$ cat src/rtl/cn_state_loader.sv
// cn_state_loader: input-side driver for the CryptoNight core.
//
// Packs 25 host words (64 bits each) into a 1600-bit Keccak state. Each state is then issued
// to the core as one job, tagged with an incrementing 8-bit nonce. The loader counts jobs
// issued but not yet returned and stops issuing while MAX_INFLIGHT jobs are outstanding.
//
// Optional feature macro: CN_LOADER_NONCE_CHECK_EN
//   Defined: returned nonces must come back in issue order. Any out-of-order return, or a
//   return with nothing outstanding, sets err_nonce.
//   Undefined: err_nonce is tied to 0 and done_nonce is ignored.
//
// Ports:
//   clk, rstn         clock, asynchronous active-low reset
//   s_data/s_valid/s_last/s_ready   host word stream (s_last marks word 24)
//   m_state/m_nonce/m_valid/m_ready job handshake to the core
//   done_in/done_nonce              job completion pulse and nonce from the core
//   err_clr           clears the sticky error flags
//   inflight          jobs issued and not yet returned
//   err_framing       sticky: s_last was misplaced within a state
//   err_nonce         sticky: a job came back out of order
module cn_state_loader #(
  parameter int unsigned MAX_INFLIGHT = 4,
  parameter int unsigned CNT_W        = 8
) (
  input  logic             clk,
  input  logic             rstn,
  input  logic [63:0]      s_data,
  input  logic             s_valid,
  input  logic             s_last,
  output logic             s_ready,
  output logic [1599:0]    m_state,
  output logic [7:0]       m_nonce,
  output logic             m_valid,
  input  logic             m_ready,
  input  logic             done_in,
  input  logic [7:0]       done_nonce,
  input  logic             err_clr,
  output logic [CNT_W-1:0] inflight,
  output logic             err_framing,
  output logic             err_nonce
);

  typedef enum logic {StFill, StIssue} state_e;

  state_e             state_q, state_d;
  logic [4:0]         idx_q, idx_d;
  logic               s_ready_q;
  logic [1599:0]      state_buf_q;
  logic [7:0]         nonce_q, nonce_d;
  logic [CNT_W-1:0]   inflight_q, inflight_d;
  logic               err_framing_q, err_framing_d;
  logic               word_acc, word_we, framing_hit, xfer, done_eff, full;

  // Gating uses the registered count, so a same-cycle done_in cannot unblock issue.
  assign full     = (inflight_q == CNT_W'(MAX_INFLIGHT));
  assign m_valid  = (state_q == StIssue) && !full;
  assign xfer     = m_valid && m_ready;
  assign word_acc = s_valid && s_ready_q && (state_q == StFill);
  assign done_eff = done_in && (inflight_q != '0);

  always_comb begin
    state_d     = state_q;
    idx_d       = idx_q;
    nonce_d     = nonce_q;
    word_we     = 1'b0;
    framing_hit = 1'b0;
    unique case (state_q)
      StFill: begin
        if (word_acc) begin
          if (s_last && (idx_q == 5'd24)) begin
            word_we = 1'b1;
            idx_d   = '0;
            state_d = StIssue;
          end else if (s_last || (idx_q == 5'd24)) begin
            // Misframed word is dropped; restart the state from word 0.
            framing_hit = 1'b1;
            idx_d       = '0;
          end else begin
            word_we = 1'b1;
            idx_d   = idx_q + 5'd1;
          end
        end
      end
      StIssue: begin
        if (xfer) begin
          state_d = StFill;
          nonce_d = nonce_q + 8'd1;
        end
      end
      default: state_d = StFill;
    endcase
  end

  always_comb begin
    inflight_d = inflight_q;
    case ({xfer, done_eff})
      2'b10:   inflight_d = inflight_q + CNT_W'(1);
      2'b01:   inflight_d = inflight_q - CNT_W'(1);
      default: inflight_d = inflight_q;
    endcase
  end

  // A new error takes priority over a same-cycle clear.
  assign err_framing_d = (err_framing_q && !err_clr) || framing_hit;

  always_ff @(posedge clk or negedge rstn) begin
    if (!rstn) begin
      state_q       <= StFill;
      idx_q         <= '0;
      s_ready_q     <= 1'b0;
      state_buf_q   <= '0;
      nonce_q       <= '0;
      inflight_q    <= '0;
      err_framing_q <= 1'b0;
    end else begin
      state_q       <= state_d;
      idx_q         <= idx_d;
      s_ready_q     <= (state_d == StFill);
      nonce_q       <= nonce_d;
      inflight_q    <= inflight_d;
      err_framing_q <= err_framing_d;
      if (word_we) state_buf_q[{idx_q, 6'd0} +: 64] <= s_data;
    end
  end

`ifdef CN_LOADER_NONCE_CHECK_EN
  logic [7:0] exp_nonce;
  logic       nonce_hit;
  logic       err_nonce_q;

  // Oldest outstanding job, given in-order return.
  assign exp_nonce = nonce_q - 8'(inflight_q);
  assign nonce_hit = done_in && ((inflight_q == '0) || (done_nonce != exp_nonce));

  always_ff @(posedge clk or negedge rstn) begin
    if (!rstn) err_nonce_q <= 1'b0;
    else       err_nonce_q <= (err_nonce_q && !err_clr) || nonce_hit;
  end

  assign err_nonce = err_nonce_q;
`else
  logic unused_done_nonce;
  assign unused_done_nonce = ^done_nonce;
  assign err_nonce         = 1'b0;
`endif

  assign s_ready     = s_ready_q;
  assign m_state     = state_buf_q;
  assign m_nonce     = nonce_q;
  assign inflight    = inflight_q;
  assign err_framing = err_framing_q;

endmodule
$ cat config.mk
export PLATFORM = sky130hd
export DESIGN_NAME = cn_state_loader
export DESIGN_NICKNAME = d
export VERILOG_FILES = /design/src/rtl/cn_state_loader.sv
export SDC_FILE = /design/constraint.sdc
export NUM_CORES = 2
export LEC_CHECK = 0
export ABC_AREA = 1
export BUFFER_PORTS_ARGS = -buffer_cell sky130_fd_sc_hd__buf_4
export CORE_AREA = 4 4 664 666
export DETAILED_ROUTE_END_ITERATION = 10
export DIE_AREA = 0 0 668 670
export GPL_ROUTABILITY_DRIVEN = 0
export PLACE_DENSITY = 0.3
export REMOVE_ABC_BUFFERS = 1
export SLEW_MARGIN = 20
export SYNTH_ARGS = -nofsm -noshare
export SYNTH_HDL_FRONTEND = slang
export SYNTH_SLANG_ARGS = --single-unit
export TNS_END_PERCENT = 20
$ cat constraint.sdc
create_clock -name clk -period 7.7 [get_ports clk]
set_input_delay 0.77 -clock clk [delete_from_list [all_inputs] [get_ports clk]]
set_output_delay 0.77 -clock clk [all_outputs]
set_load 0.02 [all_outputs]
==> flow_summary.rst <==
.. list-table::
   :header-rows: 1

   * - Metric
     - Value
   * - Result of the run
     - finished clean
   * - Number of global-route vias before repair
     - approximately 65000
   * - Number of clock sinks
     - between 1500 and 2000
   * - Crit path max fanout
     - 34
   * - End of the worst register-to-register path
     - m_state[756]
   * - Hold/Removal Path Class
     - in2reg
   * - Register area share after synthesis
     - 0.594
   * - Worst Setup Path Type
     - reg2reg
   * - Met3 track demand over resource
     - 0.0566
   * - Global-route layer with the greatest usage
     - met2
   * - Area Growth Syn to Fin
     - 37.2%
   * - Peak ir drop on the vdd network
     - 336 uV
   * - Count of placed standard cells including taps
     - around 15000
   * - Worst slew margin
     - 0.215
   * - Max-slew violation total from the final report
     - 0
   * - Number of hold violations in the final report
     - 0
   * - Routing usage on met2
     - 0.358
   * - Detailed Route WL
     - a little under 500000 um
   * - Number of fillers in the final layout
     - between 40000 and 50000
   * - Starting density of the core
     - 0.158
   * - DP Worst Slack
     - between 1.5 and 2 ns
   * - I/O Pins
     - approximately 1700
   * - Clock skew
     - about 0.042 ns
   * - Largest area contributor in the netlist
     - dfrtp_1
   * - Most frequent standard cell in the layout excluding fill and tap cells
     - nand2_1
   * - Post-synthesis instance area
     - ~68000 um^2
   * - Clock buffers created by TritonCTS
     - around 210
   * - Global-route wire length before repair
     - between 600000 and 700000 um
   * - Seq cells post-synth
     - 1624
   * - Detail Route Antenna Nets
     - 0
   * - Ratio of cells with drive above 1 in the final layout
     - 0.228
   * - Syn_area_per_cell
     - between 8 and 9 um^2
   * - Num rows
     - around 240
   * - Leakage component of the power
     - approximately 48 nW
   * - Data arrival time at the worst-slack endpoint
     - between 6 and 7 ns
   * - CTS resizes
     - 0
   * - Number of vias per cell after detailed routing
     - about 4.2
   * - Number of antenna violations at the first check in global routing
     - between 40 and 50
   * - Most frequent cells in the layout
     - 3579 x nand2_1, 1793 x buf_4, 1623 x dfrtp_1
   * - Area of the multi-input gates
     - about 25000 um^2
   * - Launch point of the worst hold path
     - m_ready
   * - Number of warnings printed during yosys synthesis
     - 0
   * - Port Buffer Count
     - ~1700
   * - GRT Residual Overflow
     - 0
   * - Overall die area
     - 448000 um^2
   * - Fin worst setup slack
     - between 1.5 and 2 ns
   * - Final worst-path cycle share
     - 0.768
   * - Pin count of the biggest net entering global routing
     - approximately 160
   * - Die width
     - about 670 um
   * - Clock slew seen by the registers of the worst setup and hold paths
     - about 0.060 ns
   * - Capture endpoint of the worst hold path
     - m_nonce[6]
   * - Endpoint class of the critical path
     - flip-flop
   * - Post-DR wirelength/cell
     - approximately 32 um
   * - Maximum buffer depth of the clock tree
     - 4
   * - Vias after detailed routing
     - around 65000
   * - Portion of synthesized cell area occupied by the leading cell type
     - 0.594
   * - Reg-to-reg setup timing slack
     - between 1.5 and 2 ns
   * - Final core utilization
     - 0.216
   * - Max-cap viol count
     - 0
   * - Clock tree from TritonCTS
     - done
   * - Cells taking the most area after synthesis
     - dfrtp_1 59%, nand2_1 20%, nand4_1 4.7%
   * - Number of distinct standard cells referenced by the synthesized netlist
     - 33
   * - Slew at the pin closest to its max-slew limit
     - roughly 1.2 ns
   * - Total DRC errors in the routed layout
     - 0
   * - Instance count along the most critical hold path
     - 3
   * - Design Power
     - roughly 37 mW
   * - Element type at the critical path start
     - flip-flop
   * - Unrepaired setup endpoints after global routing
     - no
   * - Ratio of total power to cell area
     - 395 nW/um^2
   * - Layout Cells excl Fill
     - roughly 15000
   * - Startpoint of the most critical register-to-register path
     - idx_q[0]
   * - Count of mapped cells out of synthesis
     - slightly above 8000
   * - Highest clock frequency the design can meet
     - about 0.17 GHz
   * - Clock Tree Root
     - clkbuf_16
   * - # setup viols final
     - 0
   * - Drt initial violations
     - 5297
   * - Met1 layer usage reported by global route
     - 0.250
   * - Total half-perimeter wirelength after legalization and detailed placement
     - about 330000 um
   * - Required time reported for the critical path endpoint
     - between 8 and 9 ns
   * - Die boundary height
     - 670 um
   * - Total track usage
     - 0.210
   * - Depth of the worst register-to-register path
     - 13
   * - Minimum period implied by the final worst setup slack
     - ~5.9 ns
   * - CTS H-tree lvls
     - 4
   * - Seq. cell area
     - about 41000 um^2
   * - Clock latency reported for the late side of the worst-skew pair
     - ~0.9 ns
   * - Number of iterations in the first detailed-routing pass
     - 6
   * - Core area
     - 434000 um^2
   * - Nets@finish
     - 9537
   * - Setup_tns
     - 0 ns
cells in the mapped netlist:
master	n
nand2_2	11
o21ai_0	451
nand4_1	515
nor2_4	5
a211oi_1	1
dfrtp_1	1624
buf_6	2
conb_1	1
a21boi_0	1
nand3_2	6
o22ai_1	3
ha_1	15
nand2_1	3591
or2_2	1
nand3b_1	2
nand3_4	1
xor2_1	5
o21ai_1	135
fa_1	1
nor3_1	260
inv_2	2
xnor2_1	5
buf_4	22
inv_1	109
a21oi_1	5
buf_1	36
nor2_2	5
nor2_1	351
nor4_1	1
clkinv_2	1
nand3_1	297
clkbuf_1	396
buf_2	246
sequential cells by signal (all words and copies together), names as in the netlist:
signal       flops
m_state       1600
inflight         8
m_nonce          8
idx_q            5
err_framing      1
s_ready          1
state_q          1
critical path, stage by stage (launching register included):
cell and delay, ns:
dfrtp_4 0.98, inv_2 0.27, ha_4 0.25, nand2_1 0.18, nor2_1 0.10, inv_1 0.07
ha_1 0.25, nor2_4 0.61, nand2_1 0.29, nor2_4 0.87, nand3_4 0.84, buf_4 0.62
nand2_1 0.15, nand2_1 0.07
metrics by stage:
stage | area [um^2] | hold WS [ns]
CTS | 93900 | 0.0338
detailed placement | 87000 | 0.459
finish | 93900 | 0.167
global route | 93900 | 0.115
global placement | 87000 | 0.458
floorplan | 65400 | 0.474
worst max-delay path by stage:
stage                        start      endpoint  slack (ns)  depth (start not counted)
after detailed placement  idx_q[0]  m_state[756]        1.66                         13
after global routing      idx_q[0]  m_state[755]        1.54                         13
final                     idx_q[0]  m_state[756]        1.79                         13
after floorplan           idx_q[0]  m_state[512]      -10.38                          7
after global placement    idx_q[0]  m_state[759]        1.66                         13
after CTS                 idx_q[0]  m_state[756]        1.62                         13
metal layers:
metal  vias to the layer above  share of wire
li1                      28900              -
met1                     33200           0.40
met2                      2372           0.49
met3                       544          0.074
met4                        12          0.043
met5                         -        0.00016
final cells by class:
class                   instances  share of cell area
diodes                         16            0.000426
flip-flops and latches       1624               0.433
clock buffers                 338              0.0677
multi-input cells            5669               0.263
clock inverters                37             0.00557
repair buffers               1821               0.149
well taps                    5734              0.0764
inverters                     112             0.00494
power breakdown:
group          switching [mW]  internal, mW  leakage [nW]  total, mW
sequential               1.00          9.96          22.4       11.0
clock                    4.35          5.85          3.36       10.2
combinational            12.6          3.35          22.4       15.9
total                    17.9          19.2          48.2       37.1
cell families after synthesis:
kind of cell / after synthesis / synth area share
compound gates: 596 / 0.0437
simple gates: 5046 / 0.308
xor+xnor: 10 / 0.00128
flops: 1624 / 0.594
fa+ha+maj: 16 / 0.00303
other cells: 1 / 0.0000548
buf+inv: 814 / 0.0506
what timing repair did:
item | 4_1_cts | 5_1_grt
hold endpoints to repair | 79 | 0
setup buffers | 0 | 0
hold buffers | 1 | 0
Note: power is estimated with default switching activity, not from simulation.
